File: config.mk
export PLATFORM = sky130hd
export DESIGN_NAME = fpu_bus_interface
export DESIGN_NICKNAME = d
export VERILOG_FILES = /design/src/rtl/fpu_bus_interface.sv
export SDC_FILE = /design/constraint.sdc
export NUM_CORES = 1
export LEC_CHECK = 0
export ABC_AREA = 1
export CAP_MARGIN = 10
export CORE_ASPECT_RATIO = 0.5
export CORE_UTILIZATION = 60
export DETAILED_ROUTE_END_ITERATION = 16
export DONT_BUFFER_PORTS = 1
export HOLD_SLACK_MARGIN = 0.02
export PLACE_DENSITY_LB_ADDON = 0.08
export SLEW_MARGIN = 5
export SYNTH_ARGS = -nofsm -noshare
export SYNTH_HDL_FRONTEND = slang
export SYNTH_SLANG_ARGS = --single-unit
export TNS_END_PERCENT = 10
File: constraint.sdc
create_clock -name clk -period 4.7 [get_ports clk]
set_clock_uncertainty 0.05 [all_clocks]
set_input_delay 0.47 -clock clk [delete_from_list [all_inputs] [get_ports clk]]
set_output_delay 0.47 -clock clk [all_outputs]
set_load 0.1 [all_outputs]
File: src/rtl/fpu_bus_interface.sv
// rtl/fpu_bus_interface.sv - byte-wide CPU bus front end driving the fpu start/operand handshake (optional watchdog: FPU_IF_WDOG_EN)
`timescale 1ns/1ps
module fpu_bus_interface #(
  parameter int OP_W        = 4,
  parameter int WDOG_CYCLES = 255
) (
  input  logic            clk,
  input  logic            arst,
  input  logic            cs,
  input  logic            wr,
  input  logic            rd,
  input  logic [3:0]      addr,
  input  logic [7:0]      data_in,
  output logic [7:0]      data_out,
  output logic            irq,
  output logic [31:0]     fpu_a_operand,
  output logic [31:0]     fpu_b_operand,
  output logic [OP_W-1:0] fpu_operation,
  output logic            fpu_start,
  input  logic [31:0]     fpu_result,
  input  logic            fpu_cmd_end,
  input  logic            fpu_busy
);

  localparam logic [1:0] ST_IDLE = 2'd0;
  localparam logic [1:0] ST_RUN  = 2'd1;
  localparam logic [1:0] ST_CAPT = 2'd2;

  localparam logic [31:0] QNAN = 32'h7FC0_0000;

  localparam logic [3:0] ADDR_OP   = 4'h8;
  localparam logic [3:0] ADDR_CTRL = 4'h9;

  logic [1:0]      state;
  logic [31:0]     a_reg;
  logic [31:0]     b_reg;
  logic [31:0]     result_reg;
  logic [OP_W-1:0] op_reg;
  logic            done;
  logic            err;
  logic            irq_en;
  logic            start_q;
  logic            cmd_end_q;

  logic            wr_en;
  logic            rd_en;
  logic            idle;
  logic            is_operand_addr;
  logic            is_ctrl_addr;
  logic            go_req;
  logic            ack_req;
  logic            busy_write;
  logic            cmd_end_rise;
  logic            wdog_expire;
  logic            busy_i;
  logic [7:0]      status_byte;
  logic [7:0]      op_byte;
  logic [7:0]      rd_mux;

  assign wr_en           = cs & wr;
  assign rd_en           = cs & rd;
  assign idle            = (state == ST_IDLE);
  assign is_operand_addr = (addr <= ADDR_OP);
  assign is_ctrl_addr    = (addr == ADDR_CTRL);
  assign go_req          = wr_en & is_ctrl_addr & data_in[0];
  assign ack_req         = wr_en & is_ctrl_addr & data_in[1];
  // An operand/opcode write or a GO arriving while an operation is in flight is refused.
  assign busy_write      = wr_en & ~idle & (is_operand_addr | (is_ctrl_addr & data_in[0]));
  // Only a fresh rising edge completes; a cmd_end still high from the previous op is ignored.
  assign cmd_end_rise    = fpu_cmd_end & ~cmd_end_q;
  assign busy_i          = ~idle | fpu_busy;
  assign status_byte     = {4'b0000, err, irq_en, done, busy_i};

  assign fpu_a_operand   = a_reg;
  assign fpu_b_operand   = b_reg;
  assign fpu_operation   = op_reg;
  assign fpu_start       = start_q;
  assign irq             = done & irq_en;

`ifdef FPU_IF_WDOG_EN
  localparam int WDOG_W = ($clog2(WDOG_CYCLES + 1) > 8) ? $clog2(WDOG_CYCLES + 1) : 8;
  logic [WDOG_W-1:0] wdog_cnt;

  // Count cycles spent in RUN; outside RUN the counter sits at zero so each op starts fresh.
  always_ff @(posedge clk or posedge arst) begin
    if (arst) begin
      wdog_cnt <= '0;
    end else if (state != ST_RUN) begin
      wdog_cnt <= '0;
    end else begin
      wdog_cnt <= wdog_cnt + 1'b1;
    end
  end

  // Expire on the WDOG_CYCLES-th cycle of RUN.
  assign wdog_expire = (state == ST_RUN) && (wdog_cnt == WDOG_W'(WDOG_CYCLES - 1));
`else
  assign wdog_expire = 1'b0;
`endif

  // Operand and opcode byte registers, writable only while the FSM is idle.
  always_ff @(posedge clk or posedge arst) begin
    if (arst) begin
      a_reg  <= '0;
      b_reg  <= '0;
      op_reg <= '0;
    end else if (wr_en && idle && is_operand_addr) begin
      case (addr)
        4'h0:    a_reg[7:0]   <= data_in;
        4'h1:    a_reg[15:8]  <= data_in;
        4'h2:    a_reg[23:16] <= data_in;
        4'h3:    a_reg[31:24] <= data_in;
        4'h4:    b_reg[7:0]   <= data_in;
        4'h5:    b_reg[15:8]  <= data_in;
        4'h6:    b_reg[23:16] <= data_in;
        4'h7:    b_reg[31:24] <= data_in;
        4'h8:    op_reg       <= data_in[OP_W-1:0];
        default: op_reg       <= op_reg;
      endcase
    end
  end

  // Control FSM plus done/err/irq_en status; later assignments give set-priority over ACK.
  always_ff @(posedge clk or posedge arst) begin
    if (arst) begin
      state      <= ST_IDLE;
      start_q    <= 1'b0;
      cmd_end_q  <= 1'b0;
      done       <= 1'b0;
      err        <= 1'b0;
      irq_en     <= 1'b0;
      result_reg <= '0;
    end else begin
      cmd_end_q <= fpu_cmd_end;

      if (wr_en && is_ctrl_addr) begin
        irq_en <= data_in[2];
      end
      if (ack_req) begin
        done <= 1'b0;
        err  <= 1'b0;
      end
      if (busy_write) begin
        err <= 1'b1;
      end

      case (state)
        ST_IDLE: begin
          if (go_req) begin
            state   <= ST_RUN;
            start_q <= 1'b1;
            done    <= 1'b0;
          end
        end
        ST_RUN: begin
          if (cmd_end_rise) begin
            state   <= ST_CAPT;
            start_q <= 1'b0;
          end else if (wdog_expire) begin
            state      <= ST_IDLE;
            start_q    <= 1'b0;
            err        <= 1'b1;
            done       <= 1'b1;
            result_reg <= QNAN;
          end
        end
        ST_CAPT: begin
          result_reg <= fpu_result;
          done       <= 1'b1;
          state      <= ST_IDLE;
        end
        default: begin
          state   <= ST_IDLE;
          start_q <= 1'b0;
        end
      endcase
    end
  end

  // Read-data selection; unmapped addresses return zero.
  always_comb begin
    op_byte             = '0;
    op_byte[OP_W-1:0]   = op_reg;
    rd_mux              = 8'h00;
    case (addr)
      4'h0:    rd_mux = a_reg[7:0];
      4'h1:    rd_mux = a_reg[15:8];
      4'h2:    rd_mux = a_reg[23:16];
      4'h3:    rd_mux = a_reg[31:24];
      4'h4:    rd_mux = b_reg[7:0];
      4'h5:    rd_mux = b_reg[15:8];
      4'h6:    rd_mux = b_reg[23:16];
      4'h7:    rd_mux = b_reg[31:24];
      4'h8:    rd_mux = op_byte;
      4'h9:    rd_mux = status_byte;
      4'hA:    rd_mux = result_reg[7:0];
      4'hB:    rd_mux = result_reg[15:8];
      4'hC:    rd_mux = result_reg[23:16];
      4'hD:    rd_mux = result_reg[31:24];
      default: rd_mux = 8'h00;
    endcase
  end

  // Registered read port: loads on a read strobe, holds otherwise.
  always_ff @(posedge clk or posedge arst) begin
    if (arst) begin
      data_out <= 8'h00;
    end else if (rd_en) begin
      data_out <= rd_mux;
    end
  end

endmodule

# After elaboration in Yosys (flattened, before gate mapping)
# Cells that the tools add are included.
[op_classes] order_cmp=1 eq_ne=17 muxes=12 n_bitwise=15 n_reduce_logical=17
[op_table] operator="one-hot mux 8 bit (14 select lines)" count=1
[op_table] operator="equality test 4 bit, second input constant" count=6
[op_table] operator="AND reduction 2 bit" count=10
[op_table] operator="equality test 4 x 3 -> 1 bit, second input constant" count=4
[op_table] operator="AND 1 bit" count=10
[op_table] operator="equality test 4 x 2 -> 1 bit, second input constant" count=2
[op_table] operator="2-to-1 mux 1 bit" count=6
[op_table] operator="equality test 4 x 1 -> 1 bit, second input constant" count=1
[op_table] operator="<= comparator 4 bit, second input constant" count=1
[op_table] operator="zero test 4 bit" count=1
[op_table] operator="2-to-1 mux 2 bit" count=2
[op_table] operator="one-hot mux 2 bit (2 select lines)" count=1
[op_table] operator="logical AND 1 bit" count=3
[op_table] operator="NOT 1 bit" count=3
[op_table] operator="one-hot mux 1 bit (3 select lines)" count=1
[op_table] operator="AND reduction 3 bit" count=1
[op_table] operator="equality test 2 x 1 -> 1 bit, second input constant" count=1
[op_table] operator="equality test 2 bit, second input constant" count=1
[op_table] operator="zero test 2 bit" count=1
[op_table] operator="inequality test 2 x 1 -> 1 bit, second input constant" count=1
[op_table] operator="inequality test 2 bit, second input constant" count=1
[op_table] operator="bitwise OR 1 bit" count=2
[op_table] operator="one-hot mux 1 bit (2 select lines)" count=1
[op_table] operator="nonzero test 2 bit" count=1
[totals] ff_bits=115 in_bits=51 output_inout_bits=78 elab_cells=79

# Longest topological paths before layout
# Gate-level depths: netlist of the first run.
[logic_depth] ltp_word=6 mapped_depth=9 ltp_nobuf=9

# Worst setup path after synthesis of the first run
# OpenSTA, ideal clock, no wires.
[synth_timing] path_kind="input to register" startpoint="in addr[1]" endpoint="reg b_reg[9] (netlist: fpu_b_operand[9])" setup_time_ns=0.131 arrival_time_ns=1.441 slack_ns=3.078 cell_stages=9 path_buffers=1 path_cell_list="inv_1 -> nand2_1 -> nor2_2 -> nor2_2 -> nor2_8 -> nand2_4 -> buf_4 -> nand2_1 -> o21ai_1"
[synth_between] elab_chain_cells=3 elab_cells_between_ends=4
[synth_rtl] element="from (decl)" line="12" rtl="input logic [3:0] addr,"
[synth_rtl] element="<= comparator 4 bit" line="63" rtl="assign is_operand_addr = (addr <= ADDR_OP);"
[synth_rtl] element="logical AND 1 bit" line="107" rtl="end else if (wr_en && idle && is_operand_addr) begin"
[synth_rtl] element="AND reduction 2 bit (no line) (*)"
[synth_rtl] element="to (signal assigned)" line="114" rtl="4'h5: b_reg[15:8] <= data_in;"
[synth_rtl] element="to (decl)" line="36" rtl="logic [31:0] b_reg;"
# Every way passes the cells marked *; elsewhere a longest branch is shown, timed or not.
# A chain may end at the register's enable or synchronous reset.

# Final worst setup path of the first run
[layout_timing] startpoint="reg irq_en" endpoint="out irq"
[layout_between] elab_chain_cells=1
[layout_rtl] element="from (decl)" line="41" rtl="logic irq_en;"
[layout_rtl] element="from (signal assigned)" line="137" rtl="irq_en <= data_in[2];"
[layout_rtl] element="AND 1 bit" line="78" rtl="assign irq = done & irq_en;"
[layout_rtl] element="to (decl)" line="15" rtl="output logic irq,"
# Every way passes these cells.

==> impl_metrics.csv, run 1 <==
group,metric,value,unit
route,wl_per_cell,19.64,um
layout,area_growth,11.99,%
synthesis,syn_nets,660,
route,met3_length,1818,um
worst_setup_path,worstPathArrival,1.49,ns
global_routing,overflow,0,
die,core,8230,um^2
clock_network,clkSinkCount,115,
sta,finalSetupTns,0,ns
die,rows,23,
layout,nNetsFinal,665,
placed_design,portBuffers,0,
sta,fin_crit_sh,42.75,%
placed_design,hpwl,10040,um
clock_network,h-tree-depth,4,
sta,finalHoldViolCount,0,
worst_setup_path,worstPathRequired,4.18,ns
sta,drv_slew,0,
layout,fin_cells,739,
route,postRouteAntennaNets,0,
run_status,outcome,"finished clean",
worst_setup_path,reg2reg_slack,2.89,ns
synthesis,ys_seq_area_share,54.81,%
clock_network,cts_tree,"done",
die,dieWidth,134.3,um
die,fp.dieH,68.15,um
power,power.density,603.8,nW/um^2
route,vias,4339,
worst_setup_path,cp_max_fo,3,
worst_setup_path,critical_path.endpoint_type,"output port",
sta,rsz0062_at_grt,"no",
route,wl_met2,6175,um
synthesis,synth.area.top_cells,"dfrtp_1 (55%), nand2_1 (17%), mux2_2 (6.9%)",
clock_network,cts_max_path_buffers,2,
placed_design,place.gp.congestion,0.8716,
die,die-area,9151,um^2
route,first_pass_iters,5,
clock_network,cts_resized,0,
synthesis,syn_area_per_cell,8.621,um^2
synthesis,postSynthCellCount,609,
global_routing,grt_max_degree,71,
power,peakVddDrop,0.0003417,V
min_path,min_path_type,"input port to register",
synthesis,synth_area,5250,um^2
global_routing,gr-usage-all-layers,32.61,%
clock_network,post_cts_buffers,0,
route,drt_iter0_drc,386,
sta,setup_viol,0,
worst_setup_path,critPathKind,"register to output port",
synthesis,ys_types,20,
layout,diodes,0,
sta,tightest_slew,1.082,ns
route,drc,0,
layout,fillers,652,
synthesis,synth_top_area_cell,"dfrtp_1",
die,ios,129,
worst_setup_path,cp-start-kind,"register",
clock_network,path_clk_slew,0.05,ns
placed_design,dp_cells,707,
run,cap_violations,0,
sta,timing.slew.headroom,27.61,%
synthesis,yosys_warnings,0,
worst_setup_path,startpoint,"irq_en",
clock_network,insertion_delay,0.41,ns
clock_network,root_buffer,"clkbuf_16",
synthesis,yosys.area.top_type_share,54.81,%
route,wl_met1,6259,um
sta,fmax,497.7,MHz
global_routing,grt_pass1_wl,21220,um
die,initial_core_util,63.79,%
synthesis,ys_ff_latch,115,
clock_network,cts.hold.buffers_added,0,
min_path,hold_start,"fpu_cmd_end",
route,topRoutingLayerUsed,"met4",
layout,drive_above_1_share,12.60,%
power,p_leak,3.043,nW
global_routing,grt_pass1_vias,3941,
clock_network,numCtsBuffers,17,
route,totalWireLength,14520,um
worst_setup_path,timing.rr.start,"state[0]",
global_routing,antenna_found_initial,0,
sta,finalCriticalPeriod,2.009,ns
route,vias_per_cell,5.871,
cell usage in the layout (no fill, tap or decap):
cell type	synthesis	final
o31ai_1	1	1
o21ai_0	27	27
buf_4	4	2
nor2_8	1	1
clkinv_2	0	5
nor2_1	45	45
nand3_1	46	46
nor3_1	2	2
inv_4	0	1
nor2_2	4	4
nand2_2	2	2
inv_1	26	25
o21ai_1	49	49
or2_2	1	1
clkinvlp_4	0	3
bufinv_16	0	2
dfrtp_1	115	115
nand2_4	6	6
clkbuf_16	0	17
clkbuf_8	0	2
inv_2	1	1
clkbuf_1	2	3
nand2_1	235	235
mux2_2	32	32
metrics by stage:
stage	hold WS, ns	total power, mW	cell area [um^2]	worst slack [ns]	util, %
2_1_floorplan	0.3564	2.207	5250	1.136	-
3_3_place_gp	0.3622	2.300	5308	2.704	64.49
3_5_place_dp	0.3698	2.312	5308	2.726	64.49
4_1_cts	0.02976	3.553	5879	2.692	71.44
5_1_grt	0.03141	3.653	5879	2.642	71.44
6_report	0.04088	3.550	5879	2.691	71.44
per-layer routing:
metal  vias up  global-route usage, %
li1       1987                      -
met5         -                      0
met1      2082                  43.92
met4         0                  15.45
met2       244                  47.15
met3        26                  12.22
critical path, cell delays in order, from the launching register on:
cell and delay (ns):
dfrtp_1 0.37, nand2_1 0.09, inv_1 0.62
report_power, final:
group / total, mW / internal (mW) / switching, mW
Clock: 1.24 / 0.802 / 0.441
Combinational: 0.284 / 0.118 / 0.166
Sequential: 2.02 / 1.15 / 0.874
synthesized netlist by cell type:
cell type / number
nand2_1: 235
dfrtp_1: 115
o21ai_1: 49
nand3_1: 46
nor2_1: 45
mux2_2: 32
o21ai_0: 27
inv_1: 26
buf_2: 8
nand2_4: 6
buf_4: 4
nor2_2: 4
buf_6: 2
clkbuf_1: 2
nand2_2: 2
nor3_1: 2
inv_2: 1
nor2_8: 1
o31ai_1: 1
or2_2: 1
final timing paths:
| check | to | depth (start not counted) |
|---|---|---|
| setup / recovery | irq | 2 |
| hold / removal | cmd_end_q | 0 |
| setup reg to reg | fpu_operation[1] | 6 |
| hold reg to reg | state[1] | 1 |
| max in group asynchronous | fpu_b_operand[19] | 2 |
| min in group asynchronous | fpu_a_operand[14] | 1 |
cell type report:
| class | instances | area (um^2) | area share, % |
|---|---|---|---|
| timing repair buffer | 2 | 15.01 | 0.2554 |
| tap | 112 | 140.1 | 2.383 |
| clock buffer | 22 | 464.2 | 7.895 |
| sequential | 115 | 2878 | 48.95 |
| clock inverter | 10 | 107.6 | 1.830 |
| inverter | 27 | 103.9 | 1.766 |
| multi-input combinational | 451 | 2171 | 36.92 |
cell families after synthesis:
| kind of cell | synth area share [%] |
|---|---|
| muxes | 6.864 |
| DFF | 54.81 |
| buffers and inverters | 3.837 |
| AOI/OAI and AO/OA | 7.388 |
| and+or+nand+nor | 27.10 |
Note: power is estimated with default switching activity, not from simulation.
==> inputs of run 2 (changes only) <==
--- a/config.mk
+++ b/config.mk
@@ -5,10 +5,10 @@
 export SDC_FILE = /design/constraint.sdc
 export NUM_CORES = 1
 export LEC_CHECK = 0
-export ABC_AREA = 1
+export ABC_AREA = 0
 export CAP_MARGIN = 10
 export CORE_ASPECT_RATIO = 0.5
-export CORE_UTILIZATION = 60
+export CORE_UTILIZATION = 57
 export DETAILED_ROUTE_END_ITERATION = 16
 export DONT_BUFFER_PORTS = 1
 export HOLD_SLACK_MARGIN = 0.02
==> constraint.sdc (replaced) <==
create_clock -name clk -period 1.6 [get_ports clk]
set_clock_uncertainty 0.05 [all_clocks]
set_input_delay 0.16 -clock clk [delete_from_list [all_inputs] [get_ports clk]]
set_output_delay 0.16 -clock clk [all_outputs]
set_load 0.1 [all_outputs]
==> impl_metrics.csv, run 2 <==
group,metric,value,unit
worst_setup_path,cp-start-kind,"register",
layout,diodes,0,
placed_design,hpwl,12460,um
die,ios,129,
global_routing,grt_pass1_vias,4601,
clock_network,path_clk_slew,0.06,ns
placed_design,dp_slack,-0.2069,ns
global_routing,gr-usage-all-layers,40.01,%
clock_network,root_buffer,"clkbuf_16",
clock_network,h-tree-depth,4,
die,dieWidth,140.2,um
synthesis,ys_types,52,
synthesis,syn_nets,483,
run_status,outcome,"finished with violations",
power,power.density,1685,nW/um^2
worst_setup_path,cp_max_fo,8,
die,initial_core_util,60.62,%
route,wl_per_cell,26.23,um
placed_design,dp_cells,621,
synthesis,ys_seq_area_share,52.87,%
layout,finalInstanceArea,7497,um^2
synthesis,synth.area.top_cells,"dfrtp_1 (53%), mux2_2 (22%), mux2i_1 (2.8%)",
route,vias_per_cell,6.346,
global_routing,antenna_found_initial,0,
placed_design,portBuffers,0,
layout,final_util,83.50,%
sta,setup_ws,-0.1077,ns
die,fp.dieH,71.10,um
route,drt_iter0_drc,446,
power,peakVddDrop,0.0009461,V
clock_network,clkSinkCount,115,
placed_design,dpl_cell_area,6276,um^2
synthesis,yosys.area.top_type_share,52.87,%
worst_setup_path,worstPathRequired,1.85,ns
synthesis,synthTopCellsByCount,"dfrtp_1 (115), mux2_2 (105), nand2_1 (24)",
min_path,min_path_type,"input port to register",
worst_setup_path,critical_path.endpoint_type,"register",
synthesis,synth_top_area_cell,"dfrtp_1",
synthesis,yosys.cell_count.top_type,"dfrtp_1",
synthesis,syn_area_per_cell,12.60,um^2
global_routing,grt_max_degree,37,
worst_setup_path,worstPathArrival,1.95,ns
clock_network,numCtsBuffers,17,
placed_design,place.gp.congestion,0.8816,
sta,setup_viol,41,
route,drc,0,
sta,drv_slew,0,
die,rows,24,
clock_network,cts_tree,"done",
sta,fin_crit_sh,106.7,%
clock_network,cts_max_path_buffers,2,
layout,fin_cells,705,
layout,most-common-layout-cells,"dfrtp_1 (111), mux2_2 (104), buf_4 (94)",
sta,rsz0062_at_grt,"yes",
run,cap_violations,0,
sta,finalHoldViolCount,3,
layout,drive_above_1_share,44.90,%
sta,finalSetupTns,-2.642,ns
synthesis,synth_area,5443,um^2
clock_network,cts.hold.buffers_added,48,
run_status,violations,"negative hold slack, negative setup slack",
die,die-area,9967,um^2
worst_setup_path,critPathKind,"register to register",
sta,timing.slew.headroom,53.54,%
layout,final_common_cell,"dfrtp_1",
power,p_leak,3.527,nW
synthesis,synth-async-reset-ratio,100.0,%
global_routing,grt_pass1_wl,28310,um
synthesis,ys_ff_latch,115,
synthesis,postSynthCellCount,432,
sta,tightest_slew,0.6955,ns
layout,nNetsFinal,626,
die,core,8979,um^2
synthesis,synth_edf_count,0,
global_routing,overflow,0,
sta,fmax,585.6,MHz
power,finalPower,12.64,mW
layout,area_growth,37.75,%
route,first_pass_iters,5,
route,totalWireLength,18490,um
clock_network,insertion_delay,0.41,ns
sta,finalCriticalPeriod,1.708,ns
synthesis,yosys_warnings,0,
route,postRouteAntennaNets,0,
synthesis,ys_dominant_reg_cell,"dfrtp_1",
route,vias,4474,
sta,hold_ws,-0.04109,ns
[run 2: changes by cell type in the layout (fill, tap and decap cells not counted), sizes merged, moves of 38 or more]
cell,delta
buf,+100
nor2,-38
dlygate4sd3,+48
nand2,-213
mux2,+73
o21ai,-64
[run 2: critical path: stages, from the launching register on]
cell,delay [ns]
dfrtp_1,0.42
nor2_4,0.16
nand3_4,0.13
nor3_4,0.15
buf_6,0.16
nand3_4,0.18
mux2_4,0.35
[run 2: worst paths after layout]
kind / from / to / slack, ns / cells after the start
max in group asynchronous: arst / data_out[6] / 0.69 / 3
min reg2reg: data_out[6] / data_out[6] / 0.46 / 1
min: addr[0] / data_out[5] / -0.04 / 2
max reg2reg: state[1] / fpu_a_operand[29] / -0.11 / 6
max: state[1] / fpu_a_operand[29] / -0.11 / 6
min in group asynchronous: arst / result_reg[1] / 0.26 / 2
[run 2: power by group]
| group | switching [mW] | internal (mW) |
|---|---|---|
| logic | 3.55 | 1.13 |
| clock network | 1.42 | 2.70 |
| registers | 0.406 | 3.44 |
[run 2: logic make-up (layout without fill, tap and decap cells)]
kind of cell           after synthesis  in the layout  share of synthesized area (%)
muxes                              123            123                          25.72
DFF                                115            115                          52.87
and+or+nand+nor                     91             91                          9.449
AOI/OAI and AO/OA                   71             71                          9.058
buffers and inverters               32            188                          2.897
[run 2: cell type report]
class                           instances  area (um^2)
Multi-Input combinational cell        285         2476
Clock buffer                           21        460.4
Sequential cell                       115         2883
Fill cell                             489         1481
Tap cell                              117        146.4
Timing Repair Buffer                  150         1329
Clock inverter                         11        176.4
Inverter                                6        26.28
[run 2: layer usage]
layer  part of all wire [%]  vias up  global-route usage [%]  routed length [um]
met3                     13       25                   18.08                2474
met1                     42     2276                   54.45                7768
li1                       -     1897                       -                   -
met2                     44      276                   57.78                8046
met5                      0        -                       0                   0
met4                    1.1        0                   11.72                 201
[run 2: repair_timing]
item | in CTS | in global routing
pin swaps | 4 | 5
gates resized for setup | 8 | 8
endpoints found under the setup margin | 64 | 82
endpoints found under the hold margin | 149 | 3
gates cloned | 0 | 0
buffers inserted | 3 | 1
==> inputs of run 3 (changes only) <==
--- a/config.mk
+++ b/config.mk
@@ -12,7 +12,8 @@
 export DETAILED_ROUTE_END_ITERATION = 16
 export DONT_BUFFER_PORTS = 1
 export HOLD_SLACK_MARGIN = 0.02
-export PLACE_DENSITY_LB_ADDON = 0.08
+export MAX_ROUTING_LAYER = met4
+export PLACE_DENSITY = 0.75
 export SLEW_MARGIN = 5
 export SYNTH_ARGS = -nofsm -noshare
 export SYNTH_HDL_FRONTEND = slang
==> impl_metrics.csv, run 3 (synthesized netlist as in run 2, its figures left out) <==
group,metric,value,unit
run_status,outcome,"finished with violations",
run_status,violations,"negative setup slack",
route,vias,4619,
layout,diodes,0,
clock_network,cts_tree,"done",
min_path,min_path_cells,2,
placed_design,dp_cells,622,
sta,finalHoldViolCount,0,
sta,timing.slew.headroom,57.20,%
power,p_leak,3.501,nW
layout,nNetsFinal,625,
route,drt_iter0_drc,598,
layout,final_common_cell,"dfrtp_1",
clock_network,root_buffer,"clkbuf_16",
sta,fin_crit_sh,106.3,%
sta,finalCriticalPeriod,1.702,ns
sta,finalSetupTns,-2.219,ns
layout,drive_above_1_share,45.32,%
placed_design,hpwl,11600,um
clock_network,numCtsBuffers,17,
route,first_pass_iters,5,
sta,rsz0062_at_grt,"yes",
global_routing,antenna_found_initial,0,
clock_network,path_clk_slew,0.06,ns
layout,area_growth,39.08,%
sta,setup_ws,-0.1016,ns
layout,fin_cells,704,
route,wl_per_cell,26.62,um
min_path,whs_endpoint,"fpu_a_operand[30]",
die,fp.dieH,71.10,um
clock_network,clkSinkCount,115,
placed_design,portBuffers,0,
clock_network,h-tree-depth,4,
min_path,min_path_type,"input port to register",
worst_setup_path,cp_max_fo,8,
worst_setup_path,r2r_end,"fpu_a_operand[25]",
route,totalWireLength,18740,um
clock_network,cts_max_path_buffers,2,
die,ios,129,
route,vias_per_cell,6.561,
die,die-area,9967,um^2
sta,fmax,587.7,MHz
sta,setup_viol,42,
min_path,hold_start,"addr[1]",
route,drc,0,
sta,drv_slew,0,
placed_design,place.gp.congestion,0.9326,
sta,hold_ws,0.03945,ns
power,finalPower,13.24,mW
worst_setup_path,critical_path.endpoint_type,"register",
global_routing,grt_pass1_vias,4731,
worst_setup_path,ff2ff_path_depth,6,
global_routing,grt_pass1_wl,28040,um
power,peakVddDrop,0.001166,V
die,dieWidth,140.2,um
die,core,8979,um^2
placed_design,dp_slack,-0.1862,ns
worst_setup_path,worstPathArrival,1.94,ns
worst_setup_path,cp-start-kind,"register",
die,rows,24,
worst_setup_path,worstPathRequired,1.84,ns
global_routing,gr-usage-all-layers,40.56,%
global_routing,grt_max_degree,42,
die,initial_core_util,60.62,%
run,cap_violations,0,
sta,tightest_slew,0.6406,ns
power,power.density,1749,nW/um^2
global_routing,overflow,0,
route,postRouteAntennaNets,0,
clock_network,insertion_delay,0.41,ns
worst_setup_path,reg2reg_slack,-0.10,ns
worst_setup_path,timing.rr.start,"state[1]",
layout,most-common-layout-cells,"dfrtp_1 (111), mux2_2 (102), buf_4 (97)",
worst_setup_path,critPathKind,"register to register",
[run 3: cell count changes in the layout (fill, tap and decap cells not counted), moves of 2 or more]
cell / change
clkbuf_8: -2
buf_4: +3
clkinv_4: -3
mux2_4: +2
clkinvlp_4: +2
buf_12: -3
nand2_2: +3
mux2_2: -2
nand2_8: +2
nand2_4: -5
bufinv_16: +5
[run 3: metal layers]
metal  vias to the layer above  wire length (um)  GRT usage (%)
met2                       357              8515          61.39
met4                         0               515          16.12
li1                       1892                 -              -
met5                         -                 0              -
met1                      2302              7269          50.38
met3                        68              2441          14.01
[run 3: worst max path at each step]
| stage | startpoint | to | depth (start not counted) |
|---|---|---|---|
| after floorplan | fpu_operation[0] | data_out[0] | 3 |
| after global placement | state[0] | fpu_a_operand[29] | 5 |
| after detailed placement | state[0] | fpu_a_operand[25] | 5 |
| after CTS | state[1] | fpu_a_operand[25] | 6 |
| after global routing | state[1] | fpu_a_operand[25] | 6 |
| final | state[1] | fpu_a_operand[25] | 6 |
[run 3: metrics by stage]
step	area, um^2	utilization [%]
3_3_place_gp	6251	69.62
2_1_floorplan	5451	-
4_1_cts	7512	83.67
5_1_grt	7570	84.31
3_5_place_dp	6251	69.62
6_report	7570	84.31
[run 3: where the power goes]
| part | leakage, nW | total, mW | internal, mW | switching [mW] |
|---|---|---|---|---|
| Combinational | 1.66 | 4.64 | 1.12 | 3.51 |
| Sequential | 1.49 | 3.83 | 3.44 | 0.390 |
| Clock | 0.346 | 4.78 | 3.39 | 1.39 |
[run 3: final cells by class]
type | instances | area (um^2)
Sequential cell | 115 | 2883
Tap cell | 117 | 146.4
Fill cell | 461 | 1409
Clock buffer | 18 | 429.2
Clock inverter | 14 | 306.5
Timing Repair Buffer | 149 | 1281
Inverter | 6 | 26.28
Multi-Input combinational cell | 285 | 2497
[run 3: critical path: stages (launching register included)]
cell,delay (ns)
dfrtp_1,0.42
nor2_4,0.15
nand3_4,0.13
nor3_4,0.18
buf_4,0.16
nand3_4,0.15
mux2_2,0.33
[run 3: what timing repair did]
action | CTS | global route
hold buffers | 47 | 0
gates resized for setup | 6 | 11
buffers inserted | 3 | 0
pin swaps | 4 | 6
setup endpoints to repair | 65 | 71
hold endpoints to repair | 136 | 0
